File: config.mk
export PLATFORM = sky130hd
export DESIGN_NAME = huffman_region_sequencer_flat
export DESIGN_NICKNAME = d
export VERILOG_FILES = /design/src/rtl/huffman_region_sequencer_if.sv /design/src/rtl/huffman_region_sequencer.sv /design/src/flat_wrapper.sv
export SDC_FILE = /design/constraint.sdc
export NUM_CORES = 1
export LEC_CHECK = 0
export ABC_AREA = 0
export CORE_MARGIN = 2
export CORE_UTILIZATION = 35
export CTS_BUF_LIST = sky130_fd_sc_hd__clkbuf_4 sky130_fd_sc_hd__clkbuf_8
export DETAILED_ROUTE_END_ITERATION = 8
export SETUP_SLACK_MARGIN = 0.3
export SLEW_MARGIN = 0
export SYNTH_ARGS = -nofsm -noshare
export SYNTH_HDL_FRONTEND = slang
export SYNTH_SLANG_ARGS = --single-unit
File: constraint.sdc
create_clock -name clk -period 12.8 [get_ports clk]
set_clock_uncertainty 0.1 [all_clocks]
set_input_delay 3.84 -clock clk [delete_from_list [all_inputs] [get_ports clk]]
set_output_delay 3.84 -clock clk [all_outputs]
set_load 0.03 [all_outputs]
File: src/rtl/huffman_region_sequencer_if.sv
// Signal bundle between the bitstream reader, the Huffman table bank and the
// region sequencer; clk/rst stay outside the bundle.
interface huffman_region_sequencer_if #(
  parameter int IDX_W  = 9,
  parameter int BITS_W = 12
);
  logic                     start;
  logic [IDX_W-1:0]         big_values;
  logic [IDX_W-1:0]         region1_start;
  logic [IDX_W-1:0]         region2_start;
  logic [4:0]               table_select0;
  logic [4:0]               table_select1;
  logic [4:0]               table_select2;
  logic                     axiiv;
  logic                     axiid;
  logic                     in_ready;
  logic [4:0]               ht_sel;
  logic                     dec_rst;
  logic                     dec_axiiv;
  logic                     dec_axiid;
  logic                     dec_axiov;
  logic signed [15:0]       dec_x;
  logic signed [15:0]       dec_y;
  logic                     pair_valid;
  logic signed [15:0]       pair_x;
  logic signed [15:0]       pair_y;
  logic [IDX_W-1:0]         pair_idx;
  logic [1:0]               region;
  logic [BITS_W-1:0]        bits_used;
  logic                     busy;
  logic                     done;
  logic                     tbl_err;

  modport slave (
    input  start, big_values, region1_start, region2_start,
           table_select0, table_select1, table_select2,
           axiiv, axiid, dec_axiov, dec_x, dec_y,
    output in_ready, ht_sel, dec_rst, dec_axiiv, dec_axiid,
           pair_valid, pair_x, pair_y, pair_idx, region,
           bits_used, busy, done, tbl_err
  );

  modport master (
    output start, big_values, region1_start, region2_start,
           table_select0, table_select1, table_select2,
           axiiv, axiid, dec_axiov, dec_x, dec_y,
    input  in_ready, ht_sel, dec_rst, dec_axiiv, dec_axiid,
           pair_valid, pair_x, pair_y, pair_idx, region,
           bits_used, busy, done, tbl_err
  );
endinterface

File: src/rtl/huffman_region_sequencer.sv
// Sequences big_values Huffman decoding for one granule/channel: routes bits to
// the decoder of the current region, counts pairs and emits registered pairs.
module huffman_region_sequencer #(
  parameter int IDX_W  = 9,
  parameter int BITS_W = 12
) (
  input logic clk,
  input logic rst,
  huffman_region_sequencer_if.slave bus
);
  localparam logic [1:0] S_IDLE   = 2'd0;
  localparam logic [1:0] S_SETUP  = 2'd1;
  localparam logic [1:0] S_DECODE = 2'd2;
  localparam logic [1:0] S_DONE   = 2'd3;

  logic [1:0]       state;
  logic [IDX_W-1:0] bv_q, r1_q, r2_q, cnt;
  logic [4:0]       ts0_q, ts1_q, ts2_q;

  logic [IDX_W-1:0] cnt_nx;
  logic [1:0]       rg_cur, rg_nx;
  logic [4:0]       cur_tbl;
  logic             zero_tbl, bad_tbl, last, hold, in_dec, in_ready, emit;

  function automatic logic [1:0] region_of(input logic [IDX_W-1:0] idx,
                                           input logic [IDX_W-1:0] r1,
                                           input logic [IDX_W-1:0] r2);
    if (idx < r1)      return 2'd0;
    else if (idx < r2) return 2'd1;
    else               return 2'd2;
  endfunction

  always_comb begin
    cnt_nx   = cnt + IDX_W'(1);
    rg_cur   = region_of(cnt, r1_q, r2_q);
    rg_nx    = region_of(cnt_nx, r1_q, r2_q);
    case (rg_cur)
      2'd0:    cur_tbl = ts0_q;
      2'd1:    cur_tbl = ts1_q;
      default: cur_tbl = ts2_q;
    endcase
    bad_tbl  = (cur_tbl == 5'd4) || (cur_tbl == 5'd14);
    zero_tbl = (cur_tbl == 5'd0) || bad_tbl;
    last     = (cnt_nx == bv_q);
    in_dec   = (state == S_DECODE);
    // Keep the next bit out of a decoder that is about to be retired
    hold     = bus.dec_axiov && (last || (rg_nx != rg_cur));
    in_ready = in_dec && !zero_tbl && !hold;
    emit     = in_dec && (zero_tbl || bus.dec_axiov);
  end

  assign bus.in_ready  = in_ready;
  assign bus.dec_axiiv = bus.axiiv && in_ready;
  assign bus.dec_axiid = bus.axiid;
  assign bus.ht_sel    = cur_tbl;
  assign bus.dec_rst   = rst || (state == S_SETUP);
  assign bus.busy      = (state != S_IDLE);
  assign bus.done      = (state == S_DONE);

  always_ff @(posedge clk) begin
    if (rst) begin
      state          <= S_IDLE;
      cnt            <= '0;
      bv_q           <= '0;
      r1_q           <= '0;
      r2_q           <= '0;
      ts0_q          <= '0;
      ts1_q          <= '0;
      ts2_q          <= '0;
      bus.bits_used  <= '0;
      bus.tbl_err    <= 1'b0;
      bus.pair_valid <= 1'b0;
      bus.pair_x     <= '0;
      bus.pair_y     <= '0;
      bus.pair_idx   <= '0;
      bus.region     <= '0;
    end else begin
      bus.pair_valid <= 1'b0;
      case (state)
        S_IDLE: begin
          if (bus.start) begin
            bv_q          <= bus.big_values;
            r1_q          <= bus.region1_start;
            r2_q          <= bus.region2_start;
            ts0_q         <= bus.table_select0;
            ts1_q         <= bus.table_select1;
            ts2_q         <= bus.table_select2;
            cnt           <= '0;
            bus.bits_used <= '0;
            bus.tbl_err   <= 1'b0;
            state         <= S_SETUP;
          end
        end
        S_SETUP: state <= (bv_q == '0) ? S_DONE : S_DECODE;
        S_DECODE: begin
          if (bus.axiiv && in_ready) bus.bits_used <= bus.bits_used + BITS_W'(1);
          // Pair capture stage: table 0/4/14 regions emit (0,0) without bits
          if (emit) begin
            bus.pair_valid <= 1'b1;
            bus.pair_x     <= zero_tbl ? '0 : bus.dec_x;
            bus.pair_y     <= zero_tbl ? '0 : bus.dec_y;
            bus.pair_idx   <= cnt;
            bus.region     <= rg_cur;
            cnt            <= cnt_nx;
            if (bad_tbl) bus.tbl_err <= 1'b1;
            if (last)    state <= S_DONE;
          end
        end
        default: state <= S_IDLE;
      endcase
    end
  end
endmodule

File: src/flat_wrapper.sv
// flat-port wrapper written by rule: the top's interface ports become plain ports
module huffman_region_sequencer_flat 
#(
  parameter int IDX_W  = 9,
  parameter int BITS_W = 12
)
  (clk, rst, bus_start, bus_big_values, bus_region1_start, bus_region2_start, bus_table_select0, bus_table_select1, bus_table_select2, bus_axiiv, bus_axiid, bus_dec_axiov, bus_dec_x, bus_dec_y, bus_in_ready, bus_ht_sel, bus_dec_rst, bus_dec_axiiv, bus_dec_axiid, bus_pair_valid, bus_pair_x, bus_pair_y, bus_pair_idx, bus_region, bus_bits_used, bus_busy, bus_done, bus_tbl_err);
  huffman_region_sequencer_if #(.IDX_W(IDX_W), .BITS_W(BITS_W)) bus_i ();
  input logic clk;
  input logic rst;
  input wire logic [$bits(bus_i.start)-1:0] bus_start;
  input wire logic [$bits(bus_i.big_values)-1:0] bus_big_values;
  input wire logic [$bits(bus_i.region1_start)-1:0] bus_region1_start;
  input wire logic [$bits(bus_i.region2_start)-1:0] bus_region2_start;
  input wire logic [$bits(bus_i.table_select0)-1:0] bus_table_select0;
  input wire logic [$bits(bus_i.table_select1)-1:0] bus_table_select1;
  input wire logic [$bits(bus_i.table_select2)-1:0] bus_table_select2;
  input wire logic [$bits(bus_i.axiiv)-1:0] bus_axiiv;
  input wire logic [$bits(bus_i.axiid)-1:0] bus_axiid;
  input wire logic [$bits(bus_i.dec_axiov)-1:0] bus_dec_axiov;
  input wire logic [$bits(bus_i.dec_x)-1:0] bus_dec_x;
  input wire logic [$bits(bus_i.dec_y)-1:0] bus_dec_y;
  output wire logic [$bits(bus_i.in_ready)-1:0] bus_in_ready;
  output wire logic [$bits(bus_i.ht_sel)-1:0] bus_ht_sel;
  output wire logic [$bits(bus_i.dec_rst)-1:0] bus_dec_rst;
  output wire logic [$bits(bus_i.dec_axiiv)-1:0] bus_dec_axiiv;
  output wire logic [$bits(bus_i.dec_axiid)-1:0] bus_dec_axiid;
  output wire logic [$bits(bus_i.pair_valid)-1:0] bus_pair_valid;
  output wire logic [$bits(bus_i.pair_x)-1:0] bus_pair_x;
  output wire logic [$bits(bus_i.pair_y)-1:0] bus_pair_y;
  output wire logic [$bits(bus_i.pair_idx)-1:0] bus_pair_idx;
  output wire logic [$bits(bus_i.region)-1:0] bus_region;
  output wire logic [$bits(bus_i.bits_used)-1:0] bus_bits_used;
  output wire logic [$bits(bus_i.busy)-1:0] bus_busy;
  output wire logic [$bits(bus_i.done)-1:0] bus_done;
  output wire logic [$bits(bus_i.tbl_err)-1:0] bus_tbl_err;
  assign bus_i.start = bus_start;
  assign bus_i.big_values = bus_big_values;
  assign bus_i.region1_start = bus_region1_start;
  assign bus_i.region2_start = bus_region2_start;
  assign bus_i.table_select0 = bus_table_select0;
  assign bus_i.table_select1 = bus_table_select1;
  assign bus_i.table_select2 = bus_table_select2;
  assign bus_i.axiiv = bus_axiiv;
  assign bus_i.axiid = bus_axiid;
  assign bus_i.dec_axiov = bus_dec_axiov;
  assign bus_i.dec_x = bus_dec_x;
  assign bus_i.dec_y = bus_dec_y;
  assign bus_in_ready = bus_i.in_ready;
  assign bus_ht_sel = bus_i.ht_sel;
  assign bus_dec_rst = bus_i.dec_rst;
  assign bus_dec_axiiv = bus_i.dec_axiiv;
  assign bus_dec_axiid = bus_i.dec_axiid;
  assign bus_pair_valid = bus_i.pair_valid;
  assign bus_pair_x = bus_i.pair_x;
  assign bus_pair_y = bus_i.pair_y;
  assign bus_pair_idx = bus_i.pair_idx;
  assign bus_region = bus_i.region;
  assign bus_bits_used = bus_i.bits_used;
  assign bus_busy = bus_i.busy;
  assign bus_done = bus_i.done;
  assign bus_tbl_err = bus_i.tbl_err;
  huffman_region_sequencer #(.IDX_W(IDX_W), .BITS_W(BITS_W)) u_core (.clk(clk), .rst(rst), .bus(bus_i));
endmodule
==> results.md, run 1 <==
- DR iter-0 viols: 280
- Worst hold path stage count: 2
- Area Growth Syn to Fin: 32.1%
- DR WL/cell: 15.4 µm
- Total CTS buffers: 9
- Fillers: 1491
- Post CTS Setup Buffer Count: 0
- Crit Path Category: input pin to output port
- Final Cell Area: 7230 µm²
- Row count: 45
- Measured slew at the worst slew-check pin: 1.22 ns
- Crit path required time: 8.86 ns
- Synth async-reset ratio: 0%
- MaxCap Viol Count: 0
- Share of the synthesized area in the top cell type: 40.3%
- CTS tree: yes
- R2R Setup Slk: 8.27 ns
- CTS Hold Bufs: 0
- Final non-filler cell total: 966
- Synth Area in XOR/XNOR: 3.29%
- Pwr dens: 141 nW/µm²
- TritonCTS Sinks: 110
- Cell family with most CP delay: buffers and inverters
- Post-DP HPWL: 11.3 mm
- Crit-path cells: clkdlybuf4s50_1 > nand2b_1 > and3_1 > and2_1 > clkdlybuf4s50_1
- Period minus WS final: 9.36 ns
- Nets: 867
- Pins Over Slew Limit: 0
- Yosys top cell by area: dfxtp_1
- PnR worst setup slack: 3.44 ns
- Count leader, synth: nand2_1
- Reg2reg start: u_core.cnt[5]
- Net count after synthesis: 742
- Final core utilization: 47.4%
- Post-synthesis mux area share: 4.05%
- Netlist cell types: 68
- Worst path bufs/invs: 2
- CP Launch Type: input pin
- Status: completed
- Yosys warnings: 0
- Die area: 16600 µm²
- Area after DPL: 7040 µm²
- Worst Hold End: u_core.r1_q[4]
- Power Total: 1.02 mW
- Initial DRT Pass Iterations: 4
- I/O pin total: 148
- Final setup TNS: 0 ns
- Longest Clk Path Bufs: 2
- Post-CTS resize count: 0
- Hold WC Path Type: register to register
- Worst min-delay path startpoint: u_core.r1_q[4]
- Starting density of the core: 35.9%
- Max VDD drop: 0.0805 mV
- R2R depth: 9
- Drt drc: 0
- Congestion Overflow GR: 0
- Final setup viols: 0
- Syn Area/Cell: 8.77 µm²
- Complex-gate fraction of the synthesized area: 20.8%
- Clock Pin Slew Worst Setup and Hold Paths: 0.09 ns
- Vias: 4857
- Simple-gate share of the synthesized area: 18.0%
- Synth Instances: 624
- Share of layout cells above drive strength 1: 5.57%
- Post-Syn Area: 5470 µm²
- Die Height: 129 µm
- RSZ-0062 raised after global routing: false
- Pin count of the biggest net entering global routing: 64
- Vias per cell: 5.03
- Root Buffer: clkbuf_8
- Clock latency on the worst-skew pair: 0.39 ns
- Gpl congestion: 0.809
- Crit Path Max Fanout: 6
- Placement-stage worst setup slack: 3.43 ns
- Critical Path AT: 5.42 ns
- Initial antenna violation count: 2
- Largest family of logic cells by synthesized area: compound AO/OA/AOI/OAI gates
- Sequential area share after synthesis: 40.3%
- Port Buffers: 145
- Critical path's largest stage delay: 0.59 ns
- Top post-synthesis cells by area: dfxtp_1 40%, ha_1 8.7%, nand2_1 8.2%, a22o_1 5.6%, a21oi_1 5.6%
- Detailed Route WL: 14.8 mm
- Global-route wire length before repair: 23.9 mm
- Achievable clock frequency: 107 MHz
- Endpoints failing hold: 0
- #FFs+latches synth: 110
- Max H-tree Level: 3
- Most common library cells after synthesis: 119 x nand2_1, 110 x dfxtp_1, 61 x a21oi_1, 38 x ha_1, 35 x a22o_1
- Period utilization: 73.2%
- Dpl cells: 949
- Most numerous cell on the critical path: clkdlybuf4s50_1
- Number of global-route vias before repair: 4783
- Slew margin rel.: 18.3%
- Crit end category: output port
- Post-Synth Adder-Cell Area: 8.69%
- Slowest-stage cell, CP: clkdlybuf4s50_1
- Post-route ant nets: 0
- Post-synth top flop: dfxtp_1
- Die Wd: 129 µm
- LEAKAGE: 2.78 nW
- Worst R2R End: u_core.bus.pair_x[5]
- Core area: 15300 µm²
- Post-synth EDFFs: 0
- Min Hold Slack: 0.364 ns
- Gr usage total: 17.9%
[registers in the layout (all words and copies together) (netlist names)]
name                   count
u_core.bus.bits_used      12
u_core.bus.pair_idx        9
u_core.bus.pair_valid      1
u_core.bus.pair_x         16
u_core.bus.pair_y         16
u_core.bus.region          2
u_core.bus.tbl_err         1
u_core.bv_q                9
u_core.cnt                 9
u_core.r1_q                9
u_core.r2_q                9
u_core.state               2
u_core.ts0_q               5
u_core.ts1_q               5
u_core.ts2_q               5
[how the worst max path moves through the flow]
| stage | startpoint | to | cells after the start |
|---|---|---|---|
| 2_1_floorplan | rst | bus_dec_rst | 3 |
| 3_3_place_gp | bus_dec_axiov | bus_dec_axiiv | 5 |
| 3_5_place_dp | bus_dec_axiov | bus_dec_axiiv | 5 |
| 4_1_cts | bus_dec_axiov | bus_dec_axiiv | 5 |
| 5_1_grt | bus_dec_axiov | bus_dec_axiiv | 5 |
| 6_report | bus_dec_axiov | bus_dec_axiiv | 5 |
[metal layers]
layer / GRT usage (%) / vias up / wire length, µm
met5: 0 / - / 13
met4: 7.16 / 2 / 307
met3: 4.83 / 20 / 898
met2: 27.7 / 121 / 6670
met1: 24.0 / 2253 / 6960
li1: - / 2461 / -
[worst register-to-register path: cells and delay by family (launching register included)]
family | cells | cell delay [ns]
flip-flops | 1 | 0.68
multiplexers | 1 | 0.35
AO/OA/AOI/OAI | 4 | 1.88
adder cells (fa/ha/maj) | 1 | 0.34
AND/OR/NAND/NOR | 3 | 1.15
[cells in the final DEF (no fill, tap or decap), types with 7 or more instances in the layout]
master / instances
a21o_1: 8
a21oi_1: 61
a22o_1: 35
clkbuf_8: 9
clkdlybuf4s50_1: 144
dfxtp_1: 110
ha_1: 38
inv_1: 26
mux2i_1: 21
nand2_1: 119
nand3_1: 8
nor2_1: 25
nor3_1: 7
o21ai_0: 18
xnor2_1: 9
xor2_1: 9
[kinds of logic after synthesis]
kind of cell | count (synthesis)
adders and majority gates | 38
buffers and inverters | 61
xor gates and xnor gates | 19
muxes | 22
DFF | 110
AOI/OAI and AO/OA | 165
and+or+nand+nor | 209
[power by group]
| group | switching (mW) | internal [mW] | total, mW |
|---|---|---|---|
| Sequential | 0.0317 | 0.379 | 0.411 |
| Clock | 0.128 | 0.0768 | 0.205 |
| Combinational | 0.239 | 0.166 | 0.405 |
[final cells by class]
type                    instances  area, µm²  area share [%]
clock inverters                 6       55.1           0.762
diodes                          1       2.50          0.0346
flip-flops and latches        110       2200            30.5
inverters                      26       97.6            1.35
multi-input cells             453       3000            41.5
well taps                     211        264            3.65
repair buffers                149       1480            20.4
clock buffers                  10        131            1.82
Power figures use the tool's default switching activity.
==> inputs of run 2 (changes only) <==
==> constraint.sdc (replaced) <==
create_clock -name clk -period 8.65 [get_ports clk]
set_clock_uncertainty 0.1 [all_clocks]
set_input_delay 2.595 -clock clk [delete_from_list [all_inputs] [get_ports clk]]
set_output_delay 2.595 -clock clk [all_outputs]
set_load 0.03 [all_outputs]
==> run 2 against run 1 <==
Flip-flop and latch count unchanged; die area unchanged; register-to-register slack got worse by 4.1 ns; setup slack got worse by 2.1 ns; via count increased by 0.89%; utilization about the same; power increased by 50%; critical path depth increased by 10; first-iteration DRC count increased by 14%; sequential share of layout area about the same; combinational power increased by 49%.
==> results.md, run 2 (synthesized netlist as in run 1, its figures left out) <==
- Worst path bufs/invs: 1
- Number of global-route vias before repair: 4823
- Commonest non-fill, non-tap cells in the layout: 144 x clkdlybuf4s50_1, 119 x nand2_1, 110 x dfxtp_1
- Crit Path Category: register to output port
- Reg2reg start: u_core.cnt[2]
- Slew margin rel.: 16.5%
- R2R Setup Slk: 4.16 ns
- Post CTS Setup Buffer Count: 0
- Period utilization: 84.4%
- Vias per cell: 5.08
- Final core utilization: 47.4%
- Status: completed
- Starting density of the core: 35.9%
- Final setup TNS: 0 ns
- RSZ-0062 raised after global routing: false
- Die area: 16600 µm²
- Commonest non-fill, non-tap cell in the layout: clkdlybuf4s50_1
- Crit-path cells: ha_1 > nand2_1 > nor3_2 > xor2_1 > ha_1 > a21oi_1 > o211ai_1 > o21ai_1 > xor2_1 > or3_4 > a21oi_4 > nand2b_1 > and3_1 > and2_1 > clkdlybuf4s50_1
- Gr usage total: 18.3%
- Critical Path Stages: 15
- Initial DRT Pass Iterations: 4
- Slowest-stage cell, CP: clkdlybuf4s50_1
- Global-route wire length before repair: 24.2 mm
- I/O pin total: 148
- Pin count of the biggest net entering global routing: 63
- Max H-tree Level: 3
- TritonCTS Sinks: 110
- Core area: 15300 µm²
- Crit path required time: 5.96 ns
- Share of layout cells above drive strength 1: 5.57%
- Die Wd: 129 µm
- Port Buffers: 145
- Post-CTS resize count: 0
- Hold WC Path Type: register to register
- Total CTS buffers: 9
- CP Launch Type: register
- Final setup viols: 0
- Ant diodes: 0
- Vias: 4900
- CP Capture Point: bus_dec_axiiv
- Cell family with most CP delay: simple AND/OR/NAND/NOR gates
- Drt drc: 0
- Dpl cells: 949
- DR iter-0 viols: 319
- Initial antenna violation count: 1
- Congestion Overflow GR: 0
- Pins Over Slew Limit: 0
- DR WL/cell: 15.7 µm
- Endpoints failing hold: 0
- Pwr dens: 211 nW/µm²
- CTS Hold Bufs: 0
- Crit Path Max Fanout: 11
- LEAKAGE: 2.79 nW
- Clock latency on the worst-skew pair: 0.40 ns
- Root Buffer: clkbuf_8
- Area Growth Syn to Fin: 32.3%
- R2R depth: 9
- Die Height: 129 µm
- Post-route ant nets: 0
- Detailed Route WL: 15.1 mm
- Crit. Startpoint: u_core.cnt[0]
- Final non-filler cell total: 965
- Clock Pin Slew Worst Setup and Hold Paths: 0.11 ns
- Achievable clock frequency: 137 MHz
- Critical path's largest stage delay: 0.66 ns
- Longest Clk Path Bufs: 2
- CTS tree: yes
- Gpl congestion: 0.864
- Biggest regs: u_core.bus.pair_x x16, u_core.bus.pair_y x16, u_core.bus.bits_used x12
- Worst R2R End: u_core.bus.pair_y[13]
- Crit end category: output port
- Period minus WS final: 7.30 ns
- Critical Path AT: 4.60 ns
- MaxCap Viol Count: 0
- Measured slew at the worst slew-check pin: 1.25 ns
- Post-DP HPWL: 11.4 mm
- Row count: 45
- Min Hold Slack: 0.361 ns
- Max VDD drop: 0.0940 mV
- Nets: 867
[run 2: layout make-up]
type / count / area (µm²)
fill: 1479 / 8020
multi-input combinational: 453 / 3000
sequential: 110 / 2200
timing repair buffer: 149 / 1480
tap: 211 / 264
clock buffer: 9 / 124
inverter: 26 / 97.6
clock inverter: 7 / 72.6
[run 2: worst min-delay path: stages (launching register included)]
cell and delay [ns]:
dfxtp_1 0.33, nand2_1 0.05, a21oi_1 0.05
[run 2: metal layers]
metal / track usage [%] / vias up / wire, µm
met5: 0 / - / 13
met4: 7.80 / 2 / 393
met3: 4.50 / 28 / 1030
met2: 28.2 / 145 / 6580
met1: 24.5 / 2265 / 7110
li1: - / 2460 / -
[run 2: through the flow]
step                area, µm²  setup WS, ns  power [mW]
CTS                      7240          1.35        1.54
finish                   7240          1.35        1.53
global placement         7040          1.77        1.21
detailed placement       7040          1.78        1.22
global route             7240          1.08        1.63
floorplan                5470          2.60        1.03
[run 2: how the worst min path moves through the flow]
stage	start	endpoint	cells past startpoint
5_1_grt	u_core.r1_q[8]	u_core.r1_q[8]	2
2_1_floorplan	u_core.r1_q[1]	u_core.r1_q[1]	2
4_1_cts	u_core.r1_q[8]	u_core.r1_q[8]	2
6_report	u_core.r1_q[8]	u_core.r1_q[8]	2
3_3_place_gp	u_core.r1_q[8]	u_core.r1_q[8]	2
3_5_place_dp	u_core.r1_q[8]	u_core.r1_q[8]	2
[run 2: where the power goes]
group	leakage [nW]	internal [mW]	switching (mW)
combinational	1.80	0.246	0.356
sequential	0.893	0.561	0.0468
clock	0.102	0.114	0.202
